--- src/rtl/ct_clint_pkg.sv ---
// Shared constants, FSM state and address-decode helper for the n-core CLINT.
package ct_clint_pkg;

  localparam logic [15:0] MSIP_BASE  = 16'h0000;
  localparam logic [15:0] MTCMP_BASE = 16'h4000;
  localparam logic [15:0] SSIP_BASE  = 16'hC000;
  localparam logic [15:0] STCMP_BASE = 16'hD000;

  localparam logic [1:0] PRIV_M = 2'b11;
  localparam logic [1:0] PRIV_S = 2'b01;

  localparam logic [63:0] CMP_RST = 64'hFFFF_FFFF_FFFF_FFFF;

  typedef enum logic [1:0] {IDLE, SETUP, ACC} state_t;

  typedef enum logic [2:0] {SEL_NONE, SEL_MSIP, SEL_MTCMP, SEL_SSIP, SEL_STCMP} sel_t;

  typedef struct packed {
    sel_t       sel;
    logic [2:0] idx;
    logic       hi;
    logic       err;
  } dec_t;

  // Each bank spans 8 slots (MSIP/SSIP 4 bytes each, compares 8 bytes each).
  function automatic dec_t decode(input logic [15:0] off, input logic [1:0] prot,
                                  input int unsigned core_num);
    dec_t d;
    logic m_only;
    logic priv_ok;
    d.sel = SEL_NONE;
    d.idx = 3'd0;
    d.hi  = 1'b0;
    if (off[15:5] == MSIP_BASE[15:5]) begin
      d.sel = SEL_MSIP;
      d.idx = off[4:2];
    end else if (off[15:6] == MTCMP_BASE[15:6]) begin
      d.sel = SEL_MTCMP;
      d.idx = off[5:3];
      d.hi  = off[2];
    end else if (off[15:5] == SSIP_BASE[15:5]) begin
      d.sel = SEL_SSIP;
      d.idx = off[4:2];
    end else if (off[15:6] == STCMP_BASE[15:6]) begin
      d.sel = SEL_STCMP;
      d.idx = off[5:3];
      d.hi  = off[2];
    end
    m_only  = (d.sel == SEL_MSIP) || (d.sel == SEL_MTCMP);
    priv_ok = (prot == PRIV_M) || ((prot == PRIV_S) && !m_only);
    d.err   = (d.sel == SEL_NONE) || (off[1:0] != 2'b00) ||
              ({29'd0, d.idx} >= core_num) || !priv_ok;
    return d;
  endfunction

endpackage

--- src/rtl/ct_clint_ncore_if.sv ---
// APB slave bus of the CLINT, including the APB clock-enable.
interface ct_clint_ncore_if;
  logic        apb_clk_en;
  logic        psel_clint;
  logic        penable;
  logic        pwrite;
  logic [31:0] paddr;
  logic [31:0] pwdata;
  logic [1:0]  pprot;
  logic [31:0] prdata_clint;
  logic        pready_clint;
  logic        perr_clint;

  modport master (
    output apb_clk_en, psel_clint, penable, pwrite, paddr, pwdata, pprot,
    input  prdata_clint, pready_clint, perr_clint
  );

  modport slave (
    input  apb_clk_en, psel_clint, penable, pwrite, paddr, pwdata, pprot,
    output prdata_clint, pready_clint, perr_clint
  );
endinterface

--- src/rtl/ct_clint_ncore_core_slice.sv ---
// Per-core software-interrupt bits, 64-bit timer compares and their comparators.
module ct_clint_core_slice
  import ct_clint_pkg::*;
(
  input  logic        clk,
  input  logic        rst_b,
  input  logic [63:0] mtime,
  input  logic        wr_msip,
  input  logic        wr_ssip,
  input  logic        wr_mtcmp_lo,
  input  logic        wr_mtcmp_hi,
  input  logic        wr_stcmp_lo,
  input  logic        wr_stcmp_hi,
  input  logic [31:0] wdata,
  output logic        msip,
  output logic        ssip,
  output logic [63:0] mtcmp,
  output logic [63:0] stcmp,
  output logic        mt_int,
  output logic        st_int
);
  logic        msip_reg, ssip_reg, mt_int_reg, st_int_reg;
  logic [63:0] mtcmp_reg, stcmp_reg;

  // Comparators see the pre-write compare value; a write takes effect next cycle.
  always_ff @(posedge clk) begin
    if (!rst_b) begin
      msip_reg   <= 1'b0;
      ssip_reg   <= 1'b0;
      mtcmp_reg  <= CMP_RST;
      stcmp_reg  <= CMP_RST;
      mt_int_reg <= 1'b0;
      st_int_reg <= 1'b0;
    end else begin
      if (wr_msip)     msip_reg         <= wdata[0];
      if (wr_ssip)     ssip_reg         <= wdata[0];
      if (wr_mtcmp_lo) mtcmp_reg[31:0]  <= wdata;
      if (wr_mtcmp_hi) mtcmp_reg[63:32] <= wdata;
      if (wr_stcmp_lo) stcmp_reg[31:0]  <= wdata;
      if (wr_stcmp_hi) stcmp_reg[63:32] <= wdata;
      mt_int_reg <= (mtime >= mtcmp_reg);
      st_int_reg <= (mtime >= stcmp_reg);
    end
  end

  assign msip   = msip_reg;
  assign ssip   = ssip_reg;
  assign mtcmp  = mtcmp_reg;
  assign stcmp  = stcmp_reg;
  assign mt_int = mt_int_reg;
  assign st_int = st_int_reg;
endmodule

--- src/rtl/ct_clint_ncore.sv ---
// CLINT top: APB slave FSM, address decode/privilege check, read mux and per-core slices.
module ct_clint_ncore
  import ct_clint_pkg::*;
#(
  parameter int unsigned CORE_NUM = 4
) (
  input  logic                forever_cpuclk,
  input  logic                cpurst_b,
  ct_clint_ncore_if.slave     apb,
  input  logic [63:0]         sysio_clint_mtime,
  output logic [CORE_NUM-1:0] clint_ms_int,
  output logic [CORE_NUM-1:0] clint_ss_int,
  output logic [CORE_NUM-1:0] clint_mt_int,
  output logic [CORE_NUM-1:0] clint_st_int
);
  state_t      state_reg;
  dec_t        dec_next, dec_reg;
  logic        wr_reg, pready_reg, perr_reg, do_wr;
  logic [31:0] wdata_reg, prdata_reg, rd_data;
  logic        unused_addr_hi;

  logic [CORE_NUM-1:0] msip, ssip;
  logic [CORE_NUM-1:0] wr_msip, wr_ssip, wr_mtcmp_lo, wr_mtcmp_hi, wr_stcmp_lo, wr_stcmp_hi;
  logic [63:0]         mtcmp [CORE_NUM];
  logic [63:0]         stcmp [CORE_NUM];

  assign unused_addr_hi = ^apb.paddr[31:16];
  assign dec_next = decode(apb.paddr[15:0], apb.pprot, CORE_NUM);

  always_comb begin
    rd_data = 32'd0;
    for (int i = 0; i < int'(CORE_NUM); i++) begin
      if (dec_next.idx == 3'(i)) begin
        case (dec_next.sel)
          SEL_MSIP:  rd_data = {31'd0, msip[i]};
          SEL_SSIP:  rd_data = {31'd0, ssip[i]};
          SEL_MTCMP: rd_data = dec_next.hi ? mtcmp[i][63:32] : mtcmp[i][31:0];
          SEL_STCMP: rd_data = dec_next.hi ? stcmp[i][63:32] : stcmp[i][31:0];
          default:   rd_data = 32'd0;
        endcase
      end
    end
  end

  // Response is registered on the SETUP->ACC edge; the write lands on the ACC->IDLE edge.
  always_ff @(posedge forever_cpuclk) begin
    if (!cpurst_b) begin
      state_reg  <= IDLE;
      dec_reg    <= '0;
      wr_reg     <= 1'b0;
      wdata_reg  <= 32'd0;
      pready_reg <= 1'b0;
      perr_reg   <= 1'b0;
      prdata_reg <= 32'd0;
    end else if (apb.apb_clk_en) begin
      case (state_reg)
        IDLE: begin
          pready_reg <= 1'b0;
          perr_reg   <= 1'b0;
          prdata_reg <= 32'd0;
          if (apb.psel_clint && !apb.penable) state_reg <= SETUP;
        end
        SETUP: begin
          if (!apb.psel_clint) begin
            state_reg <= IDLE;
          end else if (apb.penable) begin
            state_reg  <= ACC;
            dec_reg    <= dec_next;
            wr_reg     <= apb.pwrite;
            wdata_reg  <= apb.pwdata;
            pready_reg <= 1'b1;
            perr_reg   <= dec_next.err;
            prdata_reg <= (dec_next.err || apb.pwrite) ? 32'd0 : rd_data;
          end
        end
        ACC: begin
          state_reg  <= IDLE;
          pready_reg <= 1'b0;
          perr_reg   <= 1'b0;
          prdata_reg <= 32'd0;
        end
        default: state_reg <= IDLE;
      endcase
    end
  end

  assign do_wr = apb.apb_clk_en && (state_reg == ACC) && wr_reg && !dec_reg.err;

  assign apb.pready_clint = pready_reg;
  assign apb.perr_clint   = perr_reg;
  assign apb.prdata_clint = prdata_reg;

  generate
    for (genvar gi = 0; gi < int'(CORE_NUM); gi++) begin : g_core
      logic hit;
      assign hit             = do_wr && (dec_reg.idx == 3'(gi));
      assign wr_msip[gi]     = hit && (dec_reg.sel == SEL_MSIP);
      assign wr_ssip[gi]     = hit && (dec_reg.sel == SEL_SSIP);
      assign wr_mtcmp_lo[gi] = hit && (dec_reg.sel == SEL_MTCMP) && !dec_reg.hi;
      assign wr_mtcmp_hi[gi] = hit && (dec_reg.sel == SEL_MTCMP) &&  dec_reg.hi;
      assign wr_stcmp_lo[gi] = hit && (dec_reg.sel == SEL_STCMP) && !dec_reg.hi;
      assign wr_stcmp_hi[gi] = hit && (dec_reg.sel == SEL_STCMP) &&  dec_reg.hi;

      ct_clint_core_slice u_slice (
        .clk         (forever_cpuclk),
        .rst_b       (cpurst_b),
        .mtime       (sysio_clint_mtime),
        .wr_msip     (wr_msip[gi]),
        .wr_ssip     (wr_ssip[gi]),
        .wr_mtcmp_lo (wr_mtcmp_lo[gi]),
        .wr_mtcmp_hi (wr_mtcmp_hi[gi]),
        .wr_stcmp_lo (wr_stcmp_lo[gi]),
        .wr_stcmp_hi (wr_stcmp_hi[gi]),
        .wdata       (wdata_reg),
        .msip        (msip[gi]),
        .ssip        (ssip[gi]),
        .mtcmp       (mtcmp[gi]),
        .stcmp       (stcmp[gi]),
        .mt_int      (clint_mt_int[gi]),
        .st_int      (clint_st_int[gi])
      );
    end
  endgenerate

  assign clint_ms_int = msip;
  assign clint_ss_int = ssip;
endmodule

--- src/flat_wrapper.sv ---
// flat-port wrapper written by rule: the top's interface ports become plain ports
module ct_clint_ncore_flat import ct_clint_pkg::*;
#(
  parameter int unsigned CORE_NUM = 4
)
  (forever_cpuclk, cpurst_b, sysio_clint_mtime, clint_ms_int, clint_ss_int, clint_mt_int, clint_st_int, apb_apb_clk_en, apb_psel_clint, apb_penable, apb_pwrite, apb_paddr, apb_pwdata, apb_pprot, apb_prdata_clint, apb_pready_clint, apb_perr_clint);
  ct_clint_ncore_if apb_i ();
  input  logic forever_cpuclk;
  input  logic cpurst_b;
  input  logic [63:0] sysio_clint_mtime;
  output logic [CORE_NUM-1:0] clint_ms_int;
  output logic [CORE_NUM-1:0] clint_ss_int;
  output logic [CORE_NUM-1:0] clint_mt_int;
  output logic [CORE_NUM-1:0] clint_st_int;
  input wire logic [$bits(apb_i.apb_clk_en)-1:0] apb_apb_clk_en;
  input wire logic [$bits(apb_i.psel_clint)-1:0] apb_psel_clint;
  input wire logic [$bits(apb_i.penable)-1:0] apb_penable;
  input wire logic [$bits(apb_i.pwrite)-1:0] apb_pwrite;
  input wire logic [$bits(apb_i.paddr)-1:0] apb_paddr;
  input wire logic [$bits(apb_i.pwdata)-1:0] apb_pwdata;
  input wire logic [$bits(apb_i.pprot)-1:0] apb_pprot;
  output wire logic [$bits(apb_i.prdata_clint)-1:0] apb_prdata_clint;
  output wire logic [$bits(apb_i.pready_clint)-1:0] apb_pready_clint;
  output wire logic [$bits(apb_i.perr_clint)-1:0] apb_perr_clint;
  assign apb_i.apb_clk_en = apb_apb_clk_en;
  assign apb_i.psel_clint = apb_psel_clint;
  assign apb_i.penable = apb_penable;
  assign apb_i.pwrite = apb_pwrite;
  assign apb_i.paddr = apb_paddr;
  assign apb_i.pwdata = apb_pwdata;
  assign apb_i.pprot = apb_pprot;
  assign apb_prdata_clint = apb_i.prdata_clint;
  assign apb_pready_clint = apb_i.pready_clint;
  assign apb_perr_clint = apb_i.perr_clint;
  ct_clint_ncore #(.CORE_NUM(CORE_NUM)) u_core (.forever_cpuclk(forever_cpuclk), .cpurst_b(cpurst_b), .apb(apb_i), .sysio_clint_mtime(sysio_clint_mtime), .clint_ms_int(clint_ms_int), .clint_ss_int(clint_ss_int), .clint_mt_int(clint_mt_int), .clint_st_int(clint_st_int));
endmodule
--- config.mk ---
export PLATFORM = sky130hd
export DESIGN_NAME = ct_clint_ncore_flat
export DESIGN_NICKNAME = d
export VERILOG_FILES = /design/src/rtl/ct_clint_pkg.sv /design/src/rtl/ct_clint_ncore_if.sv /design/src/rtl/ct_clint_ncore_core_slice.sv /design/src/rtl/ct_clint_ncore.sv /design/src/flat_wrapper.sv
export SDC_FILE = /design/constraint.sdc
export NUM_CORES = 2
export LEC_CHECK = 0
export ABC_AREA = 1
export ABC_CLOCK_PERIOD_IN_PS = 2000
export BUFFER_PORTS_ARGS = -buffer_cell sky130_fd_sc_hd__buf_2
export CAP_MARGIN = 20
export CELL_PAD_IN_SITES_DETAIL_PLACEMENT = 0
export CELL_PAD_IN_SITES_GLOBAL_PLACEMENT = 1
export CORE_MARGIN = 5
export CORE_UTILIZATION = 42
export DETAILED_ROUTE_END_ITERATION = 8
export PLACE_DENSITY_LB_ADDON = 0.1
export SYNTH_ARGS = -nofsm -noshare
export SYNTH_HDL_FRONTEND = slang
export SYNTH_SLANG_ARGS = --single-unit
export TNS_END_PERCENT = 10
--- constraint.sdc ---
create_clock -name forever_cpuclk -period 2 [get_ports forever_cpuclk]
set_input_delay 0.4 -clock forever_cpuclk [delete_from_list [all_inputs] [get_ports forever_cpuclk]]
set_output_delay 0.4 -clock forever_cpuclk [all_outputs]
set_load 0.1 [all_outputs]
Yosys cells after proc, flatten, opt, wreduce, memory -nomap -nowiden:

Index checks and enable logic that the tools add are counted.
Widths: inputs -> output; s select.

* magnitude comparators: 9
* mux-type cells: 36
* reductions and logical operators: 63
* equal/unequal tests: 25

Operator list (number)
* $ge 64x64->1: 8
* $pmux 32 s4: 4
* $mux 32: 15
* $pmux 32 s2: 1
* $logic_and 1x1->1: 41
* $eq 3x2->1 const B: 8
* $mux 7: 2
* $eq 3x1->1 const B: 4
* $mux 6: 2
* $eq 11x11->1 const B: 1
* $logic_not 11->1: 1
* $eq 10x10->1 const B: 1
* $eq 10x9->1 const B: 1
* $logic_not 3->1: 3
* $reduce_and 4->1: 2
* $eq 3x3->1 const B: 2
* $logic_or 1x1->1: 6
* $mux 1: 6
* $mux 2: 3
* $logic_not 1->1: 5
* $eq 2x1->1 const B: 2
* $eq 2x2->1 const B: 2
* $ne 2x2->1 const B: 2
* $pmux 1 s2: 2
* other kinds (8): 9

* word-level logic and storage cells: 175
* output and inout bits: 50
* flip-flop bits (word level): 605

Logic depth before layout (Yosys ltp):

* word-level depth: 17
* depth in mapped cells: 16
* depth with buffers taken out: 14

Hierarchy:

A second synthesis with hierarchy kept.

* cell total of the unflattened synthesis: 5548
* area total of the unflattened synthesis: 38783.4 um^2

Modules (own cells, without submodules)
* ct_clint_core_slice at u_core.g_core[0].u_slice ...: cells each 1005, seq. area each 2642.5 um^2, area each 7602.3 um^2, instances 3
* ct_clint_ncore: cells each 1533, seq. area each 1541.5 um^2, area each 8393.0 um^2, instances 1
* ct_clint_core_slice at u_core.g_core[3].u_slice: cells each 1000, seq. area each 2642.5 um^2, area each 7583.5 um^2, instances 1

Worst setup path before layout:

OpenSTA, ideal clock, no wires.

* path kind: in2reg
* start: input apb_paddr[6]
* end: register u_core.prdata_reg[11], in the netlist u_core.apb.prdata_clint[11]
* path slack: 0.009 ns
* buffers on the path: 3
* arrival time: 1.859 ns
* required time: 1.868 ns
* library setup time: 0.132 ns
* cell stages on the path: 15
* cells stage by stage: nor2_1 nand2_2 inv_1 nand3_4 nand2_2 nand2_2 buf_6 buf_6 buf_2 o21ai_0 nand3_1 nand2_1 clkinv_1 nand3_1 a21oi_1

* longest elaborated chain between the ends: 17

Ends and longest elaborated chain
* start: declaration: RTL line flat_wrapper.sv:19 `input wire logic [$bits(apb_i.paddr)-1:0] apb_paddr;`
* branches (longest 13 deep; another with $pmux 32 s4)
* $mux 32 *: RTL line ct_clint_ncore.sv:73 `prdata_reg <= (dec_next.err || apb.pwrite) ? 32'd0 : rd_data;`
* $mux 32 *: RTL line ct_clint_ncore.sv:66 `end else if (apb.penable) begin`
* $mux 32 *: RTL line ct_clint_ncore.sv:64 `if (!apb.psel_clint) begin`
* $pmux 32 s2 *: RTL line ct_clint_ncore.sv:56 `case (state_reg)`
* end signal: assignment: RTL line ct_clint_ncore.sv:73
* end: declaration: RTL line ct_clint_ncore.sv:19 `logic [31:0] wdata_reg, prdata_reg, rd_data;`

Mark *: on every way between the ends. The select of a mux whose other input is x is not followed.
A chain may end at the register's enable or synchronous reset.

Final worst setup path:

* start: register u_core.state_reg[1]
* end: register u_core.g_core[0].u_slice.mtcmp_reg[31]

* longest elaborated chain between the ends: 7

Ends and longest elaborated chain
* start: declaration: RTL line ct_clint_ncore.sv:16 `state_t state_reg;`
* start signal: assignment: RTL line ct_clint_ncore.sv:48 `state_reg <= IDLE;`
* start signal: assignment: RTL line ct_clint_ncore.sv:61 `if (apb.psel_clint && !apb.penable) state_reg <= SETUP;`
* start signal: assignment: RTL line ct_clint_ncore.sv:65 `state_reg <= IDLE;`
* $eq 2x2->1: RTL line ct_clint_ncore.sv:87 `assign do_wr = apb.apb_clk_en && (state_reg == ACC) && wr_reg && !dec_reg.err;`
* $logic_and 1x1->1 (3 in series): RTL line ct_clint_ncore.sv:87
* $logic_and 1x1->1: RTL line ct_clint_ncore.sv:96 `assign hit = do_wr && (dec_reg.idx == 3'(gi));`
* $logic_and 1x1->1 (2 in series): RTL line ct_clint_ncore.sv:99 `assign wr_mtcmp_lo[gi] = hit && (dec_reg.sel == SEL_MTCMP) && !dec_reg.hi;`
* end signal: assignment: RTL line ct_clint_ncore_core_slice.sv:37 `if (wr_mtcmp_lo) mtcmp_reg[31:0] <= wdata;`
* end: declaration: RTL line ct_clint_ncore_core_slice.sv:23 `logic [63:0] mtcmp_reg, stcmp_reg;`

Every way passes these cells.

==> results.cfg <==
[outcome]
status = finished with violations
violations = negative setup slack

[die]
die_area_mm2 = 0.0966
core-area_mm2 = 0.0899
die_h_um = 311
initial_core_util_pct = 42.3
die_w_um = 311
ios = 186
rows = 110

[routing]
top_layer = met4
wl_met2_mm = 72.3
routed-via-count = 40800
wl_met3_mm = 17.9
firstDrtPassIters = 6
drt_iter0_markers = 4910
viasPerCell = 5.63
wl_met1_mm = 77.9
route.detailed.drc = 0
routed_wl_mm = 174
ant_nets = 0
wl_per_cell_um = 24.0

[synthesis]
synth-adder-area-share_pct = 16.8
synth.area.mux_share_pct = 0
synth_cell_types = 46
synth_compound_area_share_pct = 24.0
syn-num-nets = 5955
syn_avg_cell_area_um2 = 7.16
yosysWarnings = 0
synth_top_cell_by_area = dfxtp_1
synth-async-reset-ratio_pct = 0
synth_top_area_share_pct = 31.9
synth_area_leaders = dfxtp_1 (32%), ha_1 (17%), a21oi_1 (12%)
syn_area_mm2 = 0.0380
ys_seq_area_share_pct = 31.9
synth_seq_cells = 605
synthSimpleGateAreaFrac_pct = 16.5
synthFlopType = dfxtp_1
netlist_instances = 5307
synth_edf_count = 0
synth_xor_area_share_pct = 0
synth_top_family_by_area = compound AO/OA/AOI/OAI gates

[setup_path]
worst_ep_required_time_ns = 2.55
endpoint_kind = flop
crit_type = flop to flop
r2r_start = u_core.state_reg[1]
cp.arrival_ns = 2.68
startpoint_type = flop
cp_max_fo = 20
crit_start = u_core.state_reg[1]
regToRegSetupSlack_ns = -0.12
r2r_cells = 10
reg2reg_to = u_core.g_core[0].u_slice.mtcmp[31]

[worst_hold_path]
hp-start = apb_pwdata[21]
hold_path_depth = 3
min_to = u_core.wdata_reg[21]
hold_class = primary input to flop

[sta]
setup_viol = 164
rsz0062_at_grt = yes
drv_slew = 0
period_minus_slack_ns = 2.12
worst_pin_slew_ns = 0.828
fin_skew_ns = 0.0148
max_freq_ghz = 0.471
hold_viol = 0
slew_headroom_pct = 44.8
timing.final.ws_setup_ns = -0.125
fin_crit_sh_pct = 106

[power]
power_density_mw_per_mm2 = 570
irDropWorstVdd_v = 0.000544
p_leak_uw = 0.0268

[grt]
grt_antenna_before_repair = 10
grt_util_all_layers_pct = 33.4
overflow = 0
grt_pass1_wl_mm = 245
grt_pass1_vias = 37000
grt_start_max_net_pins = 74

[clock_tree]
clk_latency_ns = 0.64
clock_path_buffers = 3
hold_buffers = 0
cts-root-buf = clkbuf_16
cts_sinks = 605
clk_pin_slew_ns = 0.06
cts_buffers = 76
htreeDepth = 3
cts_tree = yes

[run]
cap_violations = 0

[place]
port_buffers = 169
dpl_worst_slack_ns = -0.530
dpl.cell_count = 7068
place.gp.congestion = 0.982
dp_hpwl_mm = 128

[final_layout]
syn_to_final_growth_pct = 32.7
final_cells = 7239
drive_above_1_share_pct = 23.4
final_util_pct = 56.1
nNetsFinal = 6651
==> cell usage after synthesis, drive strengths merged, types with 7 or more instances <==
cell / n
ha: 512
inv: 682
a211oi: 13
nand3: 361
nand4: 47
nor3: 44
clkbuf: 222
a31oi: 7
o21ai: 648
dfxtp: 605
nor4: 9
o21a: 13
a21oi: 874
o211ai: 160
nor2: 238
buf: 110
nand2: 737
==> critical path, stage by stage, from the launching register on <==
cell and delay (ns):
dfxtp_2 0.35, inv_4 0.05, nor3_4 0.19, nand3_4 0.16, nor4_4 0.38, nand2_2 0.17
nor2_4 0.14, buf_12 0.18, clkbuf_16 0.24, a21oi_1 0.07, o21ai_0 0.08
==> cell type report <==
cell class              instances  area (um^2)
flip-flops and latches        605        12100
clock inverters                25          223
diodes                          5         12.5
well taps                    1176         1470
fillers                      8689        39400
multi-input cells            3682        23400
repair buffers                950         8350
inverters                     688         2590
clock buffers                 108         2270
==> routing by layer <==
metal | GRT usage, % | up-vias
met2 | 49.6 | 1825
met4 | 8.70 | 0
met3 | 6.55 | 291
met1 | 49.4 | 19200
li1 | - | 19500
met5 | 0 | -
==> placed cells by master (no fill, tap or decap), types with 6 or more instances in the layout <==
| master | Yosys | final |
|---|---|---|
| a21oi_1 | 874 | 799 |
| nand2_1 | 732 | 691 |
| buf_4 | 21 | 653 |
| inv_1 | 675 | 643 |
| dfxtp_1 | 605 | 586 |
| o21ai_0 | 600 | 504 |
| ha_1 | 512 | 468 |
| nand3_1 | 359 | 339 |
| nor2_1 | 221 | 192 |
| buf_2 | 72 | 163 |
| o211ai_1 | 160 | 160 |
| o21ai_1 | 47 | 131 |
| buf_12 | 0 | 105 |
| clkbuf_16 | 0 | 92 |
| a21oi_2 | 0 | 73 |
| nand4_1 | 47 | 47 |
| ha_4 | 0 | 43 |
| nand2_2 | 4 | 38 |
| inv_2 | 7 | 37 |
| nor2_4 | 7 | 28 |
| nor3_1 | 42 | 23 |
| dfxtp_2 | 0 | 19 |
| nor2_2 | 10 | 18 |
| nand3_2 | 1 | 16 |
| nor3_2 | 2 | 15 |
| clkbuf_8 | 0 | 14 |
| clkinv_2 | 0 | 14 |
| buf_6 | 12 | 14 |
| o21ai_2 | 1 | 13 |
| clkbuf_1 | 222 | 13 |
| o21a_1 | 13 | 12 |
| a211oi_1 | 13 | 9 |
| nand2_4 | 1 | 7 |
| nor3_4 | 0 | 6 |
| nand3_4 | 1 | 6 |
| a31oi_1 | 7 | 6 |
| clkinvlp_4 | 0 | 6 |
==> how the worst max path moves through the flow <==
| stage | endpoint | slack [ns] | depth (start not counted) |
|---|---|---|---|
| 2_1_floorplan | u_core.apb.prdata_clint[11] | 0.009 | 15 |
| 3_3_place_gp | u_core.g_core[2].u_slice.mt_int | -0.59 | 14 |
| 3_5_place_dp | u_core.g_core[2].u_slice.mt_int | -0.53 | 14 |
| 4_1_cts | u_core.apb.prdata_clint[5] | -0.09 | 12 |
| 5_1_grt | u_core.g_core[0].u_slice.mtcmp[6] | -0.25 | 10 |
| 6_report | u_core.g_core[0].u_slice.mtcmp[31] | -0.12 | 10 |
==> stage by stage <==
| step | area, um^2 | hold slack [ns] | total power (uW) | setup TNS, ns |
|---|---|---|---|---|
| after global placement | 45800 | 0.451 | 14600 | -26.81 |
| after detailed placement | 45800 | 0.457 | 14700 | -34.94 |
| after floorplan | 38000 | 0.439 | 13300 | 0 |
| final | 50500 | 0.0468 | 28700 | -5.36 |
| after global routing | 50400 | 0.0483 | 29600 | -42.53 |
| after CTS | 48500 | 0.0189 | 28800 | -2.41 |
==> cells by family (layout without fill, tap and decap cells) <==
family	count (synthesis)	in the layout
AO/OA/AOI/OAI	1725	1725
AND/OR/NAND/NOR	1445	1445
buffers and inverters	1020	1771
flip-flops	605	605
adder cells (fa/ha/maj)	512	512
other	0	5
==> repair_timing <==
action | 4_1_cts | 5_1_grt
resized for setup | 50 | 407
buffers inserted | 8 | 13
pin swaps | 4 | 77
gates cloned | 1 | 14
setup endpoints to repair | 147 | 517
==> power breakdown <==
group	total [uW]	switching, uW	internal, uW
registers	12100	11.2	12100
clock network	14100	5850	8270
logic	2540	1580	957
total	28700	7440	21300
Note: power is estimated with default switching activity, not from simulation.
